$ cat config.mk
export PLATFORM = sky130hd
export DESIGN_NAME = hbridge_driver
export DESIGN_NICKNAME = d
export VERILOG_FILES = /design/src/rtl/hbridge_driver.sv
export SDC_FILE = /design/constraint.sdc
export NUM_CORES = 1
export LEC_CHECK = 0
export CAP_MARGIN = 20
export CELL_PAD_IN_SITES_DETAIL_PLACEMENT = 1
export CELL_PAD_IN_SITES_GLOBAL_PLACEMENT = 1
export CORE_MARGIN = 2
export CORE_UTILIZATION = 42
export CTS_BUF_LIST = sky130_fd_sc_hd__clkbuf_16
export CTS_CLUSTER_DIAMETER = 100
export CTS_CLUSTER_SIZE = 12
export DETAILED_ROUTE_END_ITERATION = 10
export GPL_TIMING_DRIVEN = 1
export MAX_ROUTING_LAYER = met4
export PLACE_DENSITY_LB_ADDON = 0.2
export REMOVE_ABC_BUFFERS = 1
export SLEW_MARGIN = 25
export SYNTH_ARGS = -nofsm -noshare
export SYNTH_HDL_FRONTEND = slang
export SYNTH_SLANG_ARGS = --single-unit
$ cat constraint.sdc
create_clock -name clk -period 2.1 [get_ports clk]
set_input_delay 0.21 -clock clk [delete_from_list [all_inputs] [get_ports clk]]
set_output_delay 0.21 -clock clk [all_outputs]
set_load 0.01 [all_outputs]
$ cat src/rtl/hbridge_driver.sv
// Full H-bridge gate driver: one leg PWMs with complementary dead time while the
// opposite leg's low side is held on; every polarity change or arm passes through all-off.
module hbridge_driver #(
  parameter int unsigned DEAD_CYCLES = 4,
  parameter int unsigned REV_CYCLES  = 16
) (
  input  logic clk,
  input  logic reset,
  input  logic enable,
  input  logic sign,
  input  logic carrier,
  output logic hiA,
  output logic loA,
  output logic hiB,
  output logic loB,
  output logic active
);

  typedef enum logic [1:0] {
    ST_OFF     = 2'd0,
    ST_REVERSE = 2'd1,
    ST_POS     = 2'd2,
    ST_NEG     = 2'd3
  } state_e;

  typedef struct packed {
    logic       hi;
    logic       lo;
    logic [3:0] dcnt;
  } leg_t;

  localparam logic [3:0] DEAD_MAX = 4'(DEAD_CYCLES);
  localparam logic [7:0] REV_LAST = 8'(REV_CYCLES - 1);
  localparam leg_t       LEG_STATIC_LOW = '{hi: 1'b0, lo: 1'b1, dcnt: 4'd0};
  localparam leg_t       LEG_PRESET     = '{hi: 1'b0, lo: 1'b0, dcnt: DEAD_MAX};

  state_e     state_q, state_d;
  logic       target_q, target_d;
  logic [7:0] revcnt_q, revcnt_d;
  leg_t       leg_a_q, leg_a_d;
  leg_t       leg_b_q, leg_b_d;
  logic       active_q, active_d;
  logic       enable_q, sign_q, carrier_q;

  // Dead counter: cleared while a gate conducts, otherwise counts up and saturates.
  function automatic logic [3:0] dead_next(input leg_t cur);
    logic [3:0] nxt;
    if (cur.hi || cur.lo) begin
      nxt = 4'd0;
    end else if (cur.dcnt >= DEAD_MAX) begin
      nxt = DEAD_MAX;
    end else begin
      nxt = cur.dcnt + 4'd1;
    end
    return nxt;
  endfunction

  // A mismatching gate drops at once; the wanted gate rises only after a full dead interval.
  function automatic leg_t leg_step(input leg_t cur, input logic want_hi);
    leg_t nxt;
    nxt.dcnt = dead_next(cur);
    if (!cur.hi && !cur.lo && (nxt.dcnt == DEAD_MAX)) begin
      nxt.hi = want_hi;
      nxt.lo = ~want_hi;
    end else begin
      nxt.hi = cur.hi & want_hi;
      nxt.lo = cur.lo & ~want_hi;
    end
    return nxt;
  endfunction

  // Next-state and gate decode; every path defaults to all gates off.
  always_comb begin
    state_d  = state_q;
    target_d = target_q;
    revcnt_d = revcnt_q;
    leg_a_d  = '{hi: 1'b0, lo: 1'b0, dcnt: dead_next(leg_a_q)};
    leg_b_d  = '{hi: 1'b0, lo: 1'b0, dcnt: dead_next(leg_b_q)};
    if (!enable_q) begin
      state_d  = ST_OFF;
      revcnt_d = 8'd0;
    end else begin
      case (state_q)
        ST_OFF: begin
          state_d  = ST_REVERSE;
          target_d = sign_q;
          revcnt_d = 8'd0;
        end
        ST_REVERSE: begin
          target_d = sign_q;
          revcnt_d = revcnt_q + 8'd1;
          if (revcnt_q == REV_LAST) begin
            revcnt_d = 8'd0;
            if (target_q) begin
              state_d = ST_NEG;
              leg_a_d = LEG_STATIC_LOW;
              leg_b_d = leg_step(LEG_PRESET, carrier_q);
            end else begin
              state_d = ST_POS;
              leg_a_d = leg_step(LEG_PRESET, carrier_q);
              leg_b_d = LEG_STATIC_LOW;
            end
          end else begin
            state_d = ST_REVERSE;
          end
        end
        ST_POS: begin
          if (sign_q) begin
            state_d  = ST_REVERSE;
            revcnt_d = 8'd0;
          end else begin
            leg_a_d = leg_step(leg_a_q, carrier_q);
            leg_b_d = LEG_STATIC_LOW;
          end
        end
        ST_NEG: begin
          if (!sign_q) begin
            state_d  = ST_REVERSE;
            revcnt_d = 8'd0;
          end else begin
            leg_a_d = LEG_STATIC_LOW;
            leg_b_d = leg_step(leg_b_q, carrier_q);
          end
        end
        default: begin
          state_d  = ST_OFF;
          revcnt_d = 8'd0;
        end
      endcase
    end
    active_d = (state_d == ST_POS) || (state_d == ST_NEG);
  end

  // Input capture and all state/output registers.
  always_ff @(posedge clk) begin
    if (reset) begin
      enable_q  <= 1'b0;
      sign_q    <= 1'b0;
      carrier_q <= 1'b0;
      state_q   <= ST_OFF;
      target_q  <= 1'b0;
      revcnt_q  <= 8'd0;
      leg_a_q   <= '0;
      leg_b_q   <= '0;
      active_q  <= 1'b0;
    end else begin
      enable_q  <= enable;
      sign_q    <= sign;
      carrier_q <= carrier;
      state_q   <= state_d;
      target_q  <= target_d;
      revcnt_q  <= revcnt_d;
      leg_a_q   <= leg_a_d;
      leg_b_q   <= leg_b_d;
      active_q  <= active_d;
    end
  end

  assign hiA    = leg_a_q.hi;
  assign loA    = leg_a_q.lo;
  assign hiB    = leg_b_q.hi;
  assign loB    = leg_b_q.lo;
  assign active = active_q;

endmodule

==> impl_metrics.ini <==
[grt]
grt_pass1_wl_mm = 5.04
grt_usage_pct = 20.5
grt_max_degree = 15
grt_pass1_vias = 1129
antenna_found_initial = 0
grt_overflow_total = 0

[route]
firstDrtPassIters = 4
drt-vias-per-instance = 5.92
highest-signal-layer = met4
wl_per_cell_um = 16.3
wl_met3_um = 64
drt-initial-drc-count = 32
ant_nets = 0
wirelength_mm = 2.96
drc = 0
dr_wl_met2_mm = 1.54
wl_met1_mm = 1.30
num_vias = 1071

[timing]
grt_setup_unrepaired = no
timing.final.crit_period_ns = 1.87
fmax_mhz = 534
setup_slack_ns = 0.226
final.setup.tns_ns = 0
slew_violations = 0
skew_ns = 0.00284
hold_viol = 0
setup_viol = 0
whs_ns = 0.452
period_share_pct = 89.2

[clock_tree]
clk_latency_ns = 0.26
path_clk_slew_ns = 0.06
cts.htree.levels = 1
cts_buffers = 3
hold_buffers = 0
cts_root_buffer = clkbuf_16
cts_num_sinks = 27
postCtsSetupRepairBufs = 0
clockBufferDepth = 2
cts_tree = yes
cts_resized = 0

[setup_path]
cp.arrival_ns = 2.07
cp-start-kind = register
setup.worst_path.end_class = register
critical_path_required_ns = 2.29
r2r_cells = 5
worst-setup-path-type = reg2reg
critPathTopFamily = simple AND/OR/NAND/NOR gates
reg2reg_from = revcnt_q[0]
slowest_delay_ns = 0.49
timing.rr.end = revcnt_q[7]
worstPathCellList = ha_1, and3_1, a21oi_1, or4b_1, a31oi_1
critPathMaxFanout = 5
crit_buf_inv = 0
cp_slowest_cell = or4b_1
rrSetupSlack_ns = 0.23

[logic_synthesis]
yosysSeqAreaShare_pct = 45.2
synth_flop_cell = dfxtp_1
synth_compound_area_share_pct = 19.5
syn-cell-area_sq_um = 1200
synth_adder_area_share_pct = 3.14
synth_xor_area_share_pct = 0
synth_cell_types = 36
ys_ff_latch = 27
synthCells = 135
synth-simple-area-share_pct = 28.3
synth_edf_count = 0
muxShareOfSynthArea_pct = 1.67
synth_area_per_cell_sq_um = 8.86
synth_top_family_by_area = simple AND/OR/NAND/NOR gates
async_flop_share_pct = 0
synth_warnings = 0

[finish]
fill_cells = 344
multi_input_area_sq_um = 637
layout-drive-gt1-share_pct = 7.33
stdcell_area_sq_um = 1420
num_antenna_cells = 0
nNetsFinal = 159
syn2layout_area_growth_pct = 18.3
seq_area_sq_um = 541

[power]
ir_drop_uv = 457
p_total_mw = 1.01
p_per_area_nw_per_um2 = 716
p_leak_nw = 0.507

[placed_design]
dp_slack_ns = 0.265
port_buffers = 9
dpl.hpwl_mm = 2.22
routabilityCongestion = 0.794
dpl-instance-area_sq_um = 1340

[floorplanning]
initial_utilization_pct = 43.8
ios = 10
die_h_um = 57.4
die_x_um = 57.4
dieArea_sq_um = 3290
core_area_sq_um = 2730
row_count = 19

[run_status]
status = completed

[worst_hold_path]
min-delay-start = leg_a_q[0]
holdCritPathClass = reg2reg
hold_end = leg_a_q[0]
holdPathStages = 1

[job]
max-cap-violations = 0
## Yosys cell counts (2+ instances only)
cell / instances / area (sq um)
nor3_1: 5 / 25.0
a311oi_1: 3 / 26.3
a31oi_1: 4 / 25.0
mux2i_1: 2 / 20.0
nand3b_1: 3 / 22.5
nor2b_1: 5 / 31.3
ha_1: 3 / 37.5
nand2b_1: 4 / 25.0
and3_1: 3 / 18.8
nor2_1: 17 / 63.8
nand2_1: 7 / 26.3
nor4_1: 2 / 12.5
nand3_1: 6 / 30.0
dfxtp_1: 27 / 541
inv_1: 2 / 7.51
a21oi_1: 13 / 65.1
o211ai_1: 2 / 15.0
o21ai_0: 8 / 40.0
o21bai_1: 2 / 15.0
## final cells by class
class                   instances  area share (%)
inverters                       2           0.531
flip-flops and latches         27            38.2
well taps                      31            2.74
clock buffers                   3            5.31
repair buffers                 12            7.96
multi-input cells             105            45.0
clock inverters                 1           0.265
## stage by stage
stage	cells	util, %
3_5_place_dp	177	48.9
5_1_grt	181	51.8
6_report	181	51.8
4_1_cts	181	51.8
3_3_place_gp	177	48.9
2_1_floorplan	134	-
## how the worst max path moves through the flow
stage	from	end	slack, ns	cells past startpoint
6_report	revcnt_q[0]	revcnt_q[7]	0.23	5
5_1_grt	revcnt_q[0]	revcnt_q[7]	0.10	5
4_1_cts	revcnt_q[0]	revcnt_q[7]	0.23	5
3_5_place_dp	revcnt_q[0]	revcnt_q[7]	0.27	5
3_3_place_gp	revcnt_q[0]	revcnt_q[7]	0.35	5
2_1_floorplan	revcnt_q[0]	revcnt_q[7]	0.45	5
## cell usage in the layout, fill, tap and decap left out, drive strengths merged, types with 3 or more instances in the layout
master and instances:
and3 3, nor3 6, o21ai 8, nand3b 3, nand3 6, nand2b 5, a21oi 13, clkbuf 3
nor2b 5, nand2 7, nor2 17, a311oi 3, ha 3, buf 3, dfxtp 27, a31oi 4
inv 3, clkdlybuf4s50 9
## layer usage
metal	global-route usage [%]	vias up
li1	-	523
met1	23.6	531
met2	35.7	12
met3	3.40	5
met4	6.98	0
met5	-	-
## state kept, by name, indices dropped and copies added (netlist names)
name,flops
hiB,1
enable_q,1
carrier_q,1
loB,1
active,1
leg_b_q,4
hiA,1
leg_a_q,4
target_q,1
loA,1
revcnt_q,8
state_q,2
sign_q,1
## cell families (layout without fill, tap and decap cells)
kind of cell / count (synthesis) / after routing
simple gates: 60 / 60
compound gates: 38 / 38
flops: 27 / 27
buf+inv: 4 / 18
fa+ha+maj: 3 / 3
mux: 2 / 2
other cells: 1 / 2
## power breakdown
| group | internal, mW | switching (mW) | total [mW] |
|---|---|---|---|
| logic | 0.0255 | 0.0271 | 0.0525 |
| clock network | 0.255 | 0.170 | 0.425 |
| registers | 0.525 | 0.0114 | 0.536 |
No activity file was read; power rests on OpenSTA's default activity.
